$ cat src/rtl/bcd_pkg.sv
// Shared constants for the binary-to-BCD converter: FSM encoding, digit
// correction constants and an elaboration helper for digit-count checks.
package bcd_pkg;

   localparam int NIB_W = 4;

   localparam logic [NIB_W-1:0] BCD_ADJ_THRESH = 4'd5;
   localparam logic [NIB_W-1:0] BCD_ADJ_ADD    = 4'd3;

   typedef enum logic [1:0] {
      IDLE  = 2'd0,
      SHIFT = 2'd1,
      DONE  = 2'd2
   } state_t;

   // True when d decimal digits can hold every w-bit unsigned magnitude.
   function automatic bit digits_ok(input int w, input int d);
      longint p;
      p = 1;
      for (int i = 0; i < d; i++) p = p * 10;
      return p > (longint'(1) << w);
   endfunction

endpackage

$ cat src/rtl/bcd_digit_adj.sv
// Double-dabble correction for one BCD nibble: add 3 when the digit is 5 or more,
// so that the following left shift carries correctly into the next digit.
module bcd_digit_adj
   import bcd_pkg::*;
(
   input  logic [NIB_W-1:0] in,
   output logic [NIB_W-1:0] out
);

   assign out = (in >= BCD_ADJ_THRESH) ? in + BCD_ADJ_ADD : in;

endmodule

$ cat src/rtl/bin2bcd_seq.sv
// Sequential signed binary to packed BCD converter, one magnitude bit per clock.
// Results and sign are held in output registers that only move on the DONE edge.
module bin2bcd_seq
   import bcd_pkg::*;
#(
   parameter int WIDTH  = 8,
   parameter int DIGITS = 3,
   parameter bit SIGNED = 1'b1
) (
   input  logic                    clk,
   input  logic                    rst_n,
   input  logic                    start,
   input  logic [WIDTH-1:0]        value,
   output logic                    busy,
   output logic                    done,
   output logic [NIB_W*DIGITS-1:0] bcd,
   output logic                    neg
);

   localparam int BW = NIB_W * DIGITS;
   localparam int CW = $clog2(WIDTH + 1);

   generate
      if (!digits_ok(WIDTH, DIGITS)) begin : g_bad_digits
         $error("bin2bcd_seq: DIGITS too small for WIDTH");
      end
   endgenerate

   state_t             state;
   logic [WIDTH-1:0]   mag;
   logic [BW-1:0]      scratch;
   logic [BW-1:0]      adj;
   logic [CW-1:0]      cnt;
   logic               sign;

   logic               sign_in;
   logic [WIDTH-1:0]   mag_in;
   logic [BW+WIDTH-1:0] shifted;

   // The most negative operand negates to 2^(WIDTH-1), which still fits unsigned.
   assign sign_in = SIGNED ? value[WIDTH-1] : 1'b0;
   assign mag_in  = sign_in ? -value : value;

   generate
      for (genvar g = 0; g < DIGITS; g++) begin : g_adj
         bcd_digit_adj u_adj (
            .in  (scratch[g*NIB_W +: NIB_W]),
            .out (adj[g*NIB_W +: NIB_W])
         );
      end
   endgenerate

   assign shifted = {adj, mag} << 1;

   always_ff @(posedge clk or negedge rst_n) begin
      if (!rst_n) begin
         state   <= IDLE;
         mag     <= '0;
         scratch <= '0;
         cnt     <= '0;
         sign    <= 1'b0;
         busy    <= 1'b0;
         done    <= 1'b0;
         bcd     <= '0;
         neg     <= 1'b0;
      end else begin
         case (state)
            IDLE: begin
               done <= 1'b0;
               if (start) begin
                  sign    <= sign_in;
                  mag     <= mag_in;
                  scratch <= '0;
                  cnt     <= '0;
                  busy    <= 1'b1;
                  state   <= SHIFT;
               end
            end
            SHIFT: begin
               {scratch, mag} <= shifted;
               cnt            <= cnt + 1'b1;
               if (cnt == CW'(WIDTH - 1)) state <= DONE;
            end
            DONE: begin
               bcd   <= scratch;
               neg   <= sign;
               done  <= 1'b1;
               busy  <= 1'b0;
               state <= IDLE;
            end
            default: state <= IDLE;
         endcase
      end
   end

endmodule

$ cat config.mk
export PLATFORM = sky130hd
export DESIGN_NAME = bin2bcd_seq
export DESIGN_NICKNAME = d
export VERILOG_FILES = /design/src/rtl/bcd_pkg.sv /design/src/rtl/bcd_digit_adj.sv /design/src/rtl/bin2bcd_seq.sv
export SDC_FILE = /design/constraint.sdc
export NUM_CORES = 1
export LEC_CHECK = 0
export ABC_CLOCK_PERIOD_IN_PS = 2200
export CAP_MARGIN = 10
export CORE_MARGIN = 1
export CORE_UTILIZATION = 58
export DETAILED_ROUTE_END_ITERATION = 8
export GPL_TIMING_DRIVEN = 0
export HOLD_SLACK_MARGIN = 0.02
export PLACE_DENSITY_LB_ADDON = 0.3
export SETUP_SLACK_MARGIN = 0.1
export SYNTH_ARGS = -nofsm -noshare
export SYNTH_HDL_FRONTEND = slang
export SYNTH_SLANG_ARGS = --single-unit
$ cat constraint.sdc
create_clock -name clk -period 2.2 [get_ports clk]
set_input_delay 0.55 -clock clk [delete_from_list [all_inputs] [get_ports clk]]
set_output_delay 0.55 -clock clk [all_outputs]
set_load 0.02 [all_outputs]
==> results of run 1 <==
final timing paths:
check,start,end,slack [ns],depth (start not counted)
worst min register to register,bcd[8]$_DFFE_PN0P_,bcd[8]$_DFFE_PN0P_,0.50,2
worst min-delay path,rst_n,bcd[11]$_DFFE_PN0P_,0.30,1
min in group clk,bcd[8]$_DFFE_PN0P_,bcd[8]$_DFFE_PN0P_,0.50,2
worst max register to register,scratch[0]$_DFFE_PN0P_,scratch[2]$_DFFE_PN0P_,0.47,6
max in group asynchronous,rst_n,mag[5]$_DFFE_PN0P_,1.34,1
worst max-delay path,neg$_DFFE_PN0P_,neg,0.31,1
power by group:
| part | internal [uW] | switching, uW | total (uW) |
|---|---|---|---|
| logic | 629 | 774 | 1400 |
| clock network | 385 | 253 | 638 |
| registers | 1080 | 225 | 1310 |
| total | 2100 | 1250 | 3350 |
layout make-up:
cell class / count / area share, %
Buffer: 8 / 1.605
Clock buffer: 6 / 2.122
Clock inverter: 2 / 2.484
Inverter: 9 / 1.398
Multi-Input combinational cell: 139 / 36.49
Sequential cell: 42 / 43.48
Tap cell: 44 / 2.277
Timing Repair Buffer: 25 / 10.14
registers in the layout, indices dropped and copies added (netlist names):
signal / flops
bcd: 12
busy: 1
cnt: 4
done: 1
mag: 8
neg: 1
scratch: 12
sign: 1
state: 2
logic make-up (layout without fill, tap and decap cells):
| group | after synthesis | after routing | synth area share, % |
|---|---|---|---|
| muxes | 8 | 8 | 4.492 |
| and+or+nand+nor | 63 | 63 | 14.66 |
| DFF | 42 | 42 | 52.40 |
| xor gates and xnor gates | 11 | 11 | 4.803 |
| adders and majority gates | 8 | 8 | 4.991 |
| AOI/OAI and AO/OA | 49 | 49 | 15.03 |
| buffers and inverters | 17 | 50 | 3.618 |
per-stage QoR:
| step | worst slack [ns] | std cells |
|---|---|---|
| global route | 0.2597 | 275 |
| floorplan | 0.6640 | 198 |
| CTS | 0.3109 | 275 |
| finish | 0.3131 | 275 |
| global placement | -0.3667 | 267 |
| detailed placement | -0.01743 | 267 |
cells in the final DEF (no fill, tap or decap), types with 4 or more instances in the layout:
cell type / count
nor2_1: 5
o31ai_1: 4
inv_1: 8
dfrtp_1: 42
a22oi_1: 6
clkbuf_4: 5
nand2b_1: 4
xnor2_1: 6
xor2_1: 5
clkdlybuf4s50_1: 24
nand3_1: 13
buf_2: 8
ha_1: 8
mux2_2: 8
nand2_1: 29
o21ai_0: 26
routing by layer:
metal	vias to the layer above	wire length, um	share of wire (%)	track usage [%]
met5	-	0	0	0
met4	0	56	1.4	11.69
met3	9	172	4.3	5.970
met2	44	2095	52	44.74
met1	771	1677	42	29.07
li1	755	-	-	-
==> reports/metrics.csv, run 1 <==
stage,metric,value,unit
run_status,status,"finished, final reports clean",
cts,cts.sinks,42,
layout,finish.utilization,76.06,%
cts,htree_num_levels,2,
layout,final_area,0.002417,mm2
layout,final_layout_size_suffix_gt1_share,11.26,%
floorplan,die_h,60.81,um
logic_synthesis,synth_common_cells,"dfrtp_1 (42), nand2_1 (29), o21ai_0 (26)",
power,p_leak,0.001090,uW
setup_path,crit_chain,clkdlybuf4s50_1,
logic_synthesis,async_flop_share,100.0,%
logic_synthesis,ys.flop_type,dfrtp_1,
logic_synthesis,yosysTopAreaCellShare,52.40,%
sta,fin_hold_ws,0.2963,ns
power,total_power,3348,uW
cts,clk_latency,0.36,ns
worst_hold_path,min_path_type,input pin to asynchronous set/reset pin,
setup_path,crit_path_max_fanout,2,
logic_synthesis,avgSynthCellArea,10.13,um2
setup_path,crit_family,buffers and inverters,
floorplan,core-area,0.003178,mm2
cts,cts_tree,done,
cts,clockBufferDepth,2,
power,powerDensity,1385,mW/mm2
routing,dr.pass1.iters,4,
layout,antenna-diode-count,0,
setup_path,path_buf_inv,1,
floorplan,num_rows,20,
logic_synthesis,synth_most_common_cell,dfrtp_1,
layout,synthToLayoutAreaGrowth,20.52,%
cts,cts.clk_slew.worst_paths,0.13,ns
setup_path,critPathSlowestCell,clkdlybuf4s50_1,
place,portBuffers,25,
sta,setup_tns,0,ns
global_route,antenna_found_initial,0,
routing,wirelength,4002,um
logic_synthesis,syn_inst,198,
routing,dr.first_iter.drc_count,43,
layout,fill_cells,233,
sta,rsz0062_at_grt,no,
logic_synthesis,syn_nets,217,
routing,viasPerCell,5.742,
global_route,grt_max_degree,43,
cts,cts_setup_buffers,0,
sta,final-hold-violation-count,0,
cts,clockRootBuffer,clkbuf_4,
setup_path,crit_type,flop to output pin,
layout,multiInputGateArea,882.1,um2
floorplan,die_w,60.81,um
global_route,grt_usage,25.33,%
sta,slew_viol_final,0,
place,dpl.hpwl,2875,um
sta,slew_headroom,40.92,%
layout,nets,249,
routing,via_count,1579,
routing,drtAntennaViolNets,0,
setup_path,start_kind,flop,
setup_path,crit_required,1.65,ns
global_route,grt_pass1_wl,6706,um
sta,period_minus_slack,1.887,ns
global_route,grt_pass1_vias,1603,
sta,max_freq,530.0,MHz
power,peakVddDrop,0.7843,mV
logic_synthesis,synth_warnings,0,
logic_synthesis,netlist_top_cells_area,"dfrtp_1 (52%), o21ai_0 (6.5%), nand2_1 (5.4%)",
sta,tightestPinTransition,0.8861,ns
logic_synthesis,synth.largest_area_cell,dfrtp_1,
cts,cts_resized,0,
sta,clock_skew,0.01283,ns
logic_synthesis,syn_area,0.002006,mm2
cts,cts_buffers,5,
floorplan,start_util,63.11,%
place,gp_congestion,0.7905,
logic_synthesis,ys_seq_area_share,52.40,%
sta,setup_viol,0,
cts,holdBufCountCts,0,
routing,drt-wirelength-per-cell,14.55,um
logic_synthesis,ys_types,33,
run,cap_violations,0,
setup_path,crit_arrival,1.34,ns
floorplan,num_io_pins,26,
place,place_area,0.002306,mm2
layout,final-seq-area,0.001051,mm2
floorplan,die_area,0.003697,mm2
sta,post-route-period-util,85.77,%
setup_path,worst_setup_path_end_kind,output pin,
routing,drc_errors,0,
setup_path,critPathMaxStageDelay,0.61,ns
global_route,overflow,0,
logic_synthesis,synth-edff-count,0,
logic_synthesis,synth-seq-cells,42,
Power figures use the tool's default switching activity.
==> run 2, diff against run 1 <==
--- a/config.mk
+++ b/config.mk
@@ -9,7 +9,9 @@
 export CAP_MARGIN = 10
 export CORE_MARGIN = 1
 export CORE_UTILIZATION = 58
+export CTS_CLUSTER_DIAMETER = 100
 export DETAILED_ROUTE_END_ITERATION = 8
+export GPL_ROUTABILITY_DRIVEN = 0
 export GPL_TIMING_DRIVEN = 0
 export HOLD_SLACK_MARGIN = 0.02
 export PLACE_DENSITY_LB_ADDON = 0.3
==> results of run 2 <==
No change in the layout: final DEF, timing and power equal those of run 1.
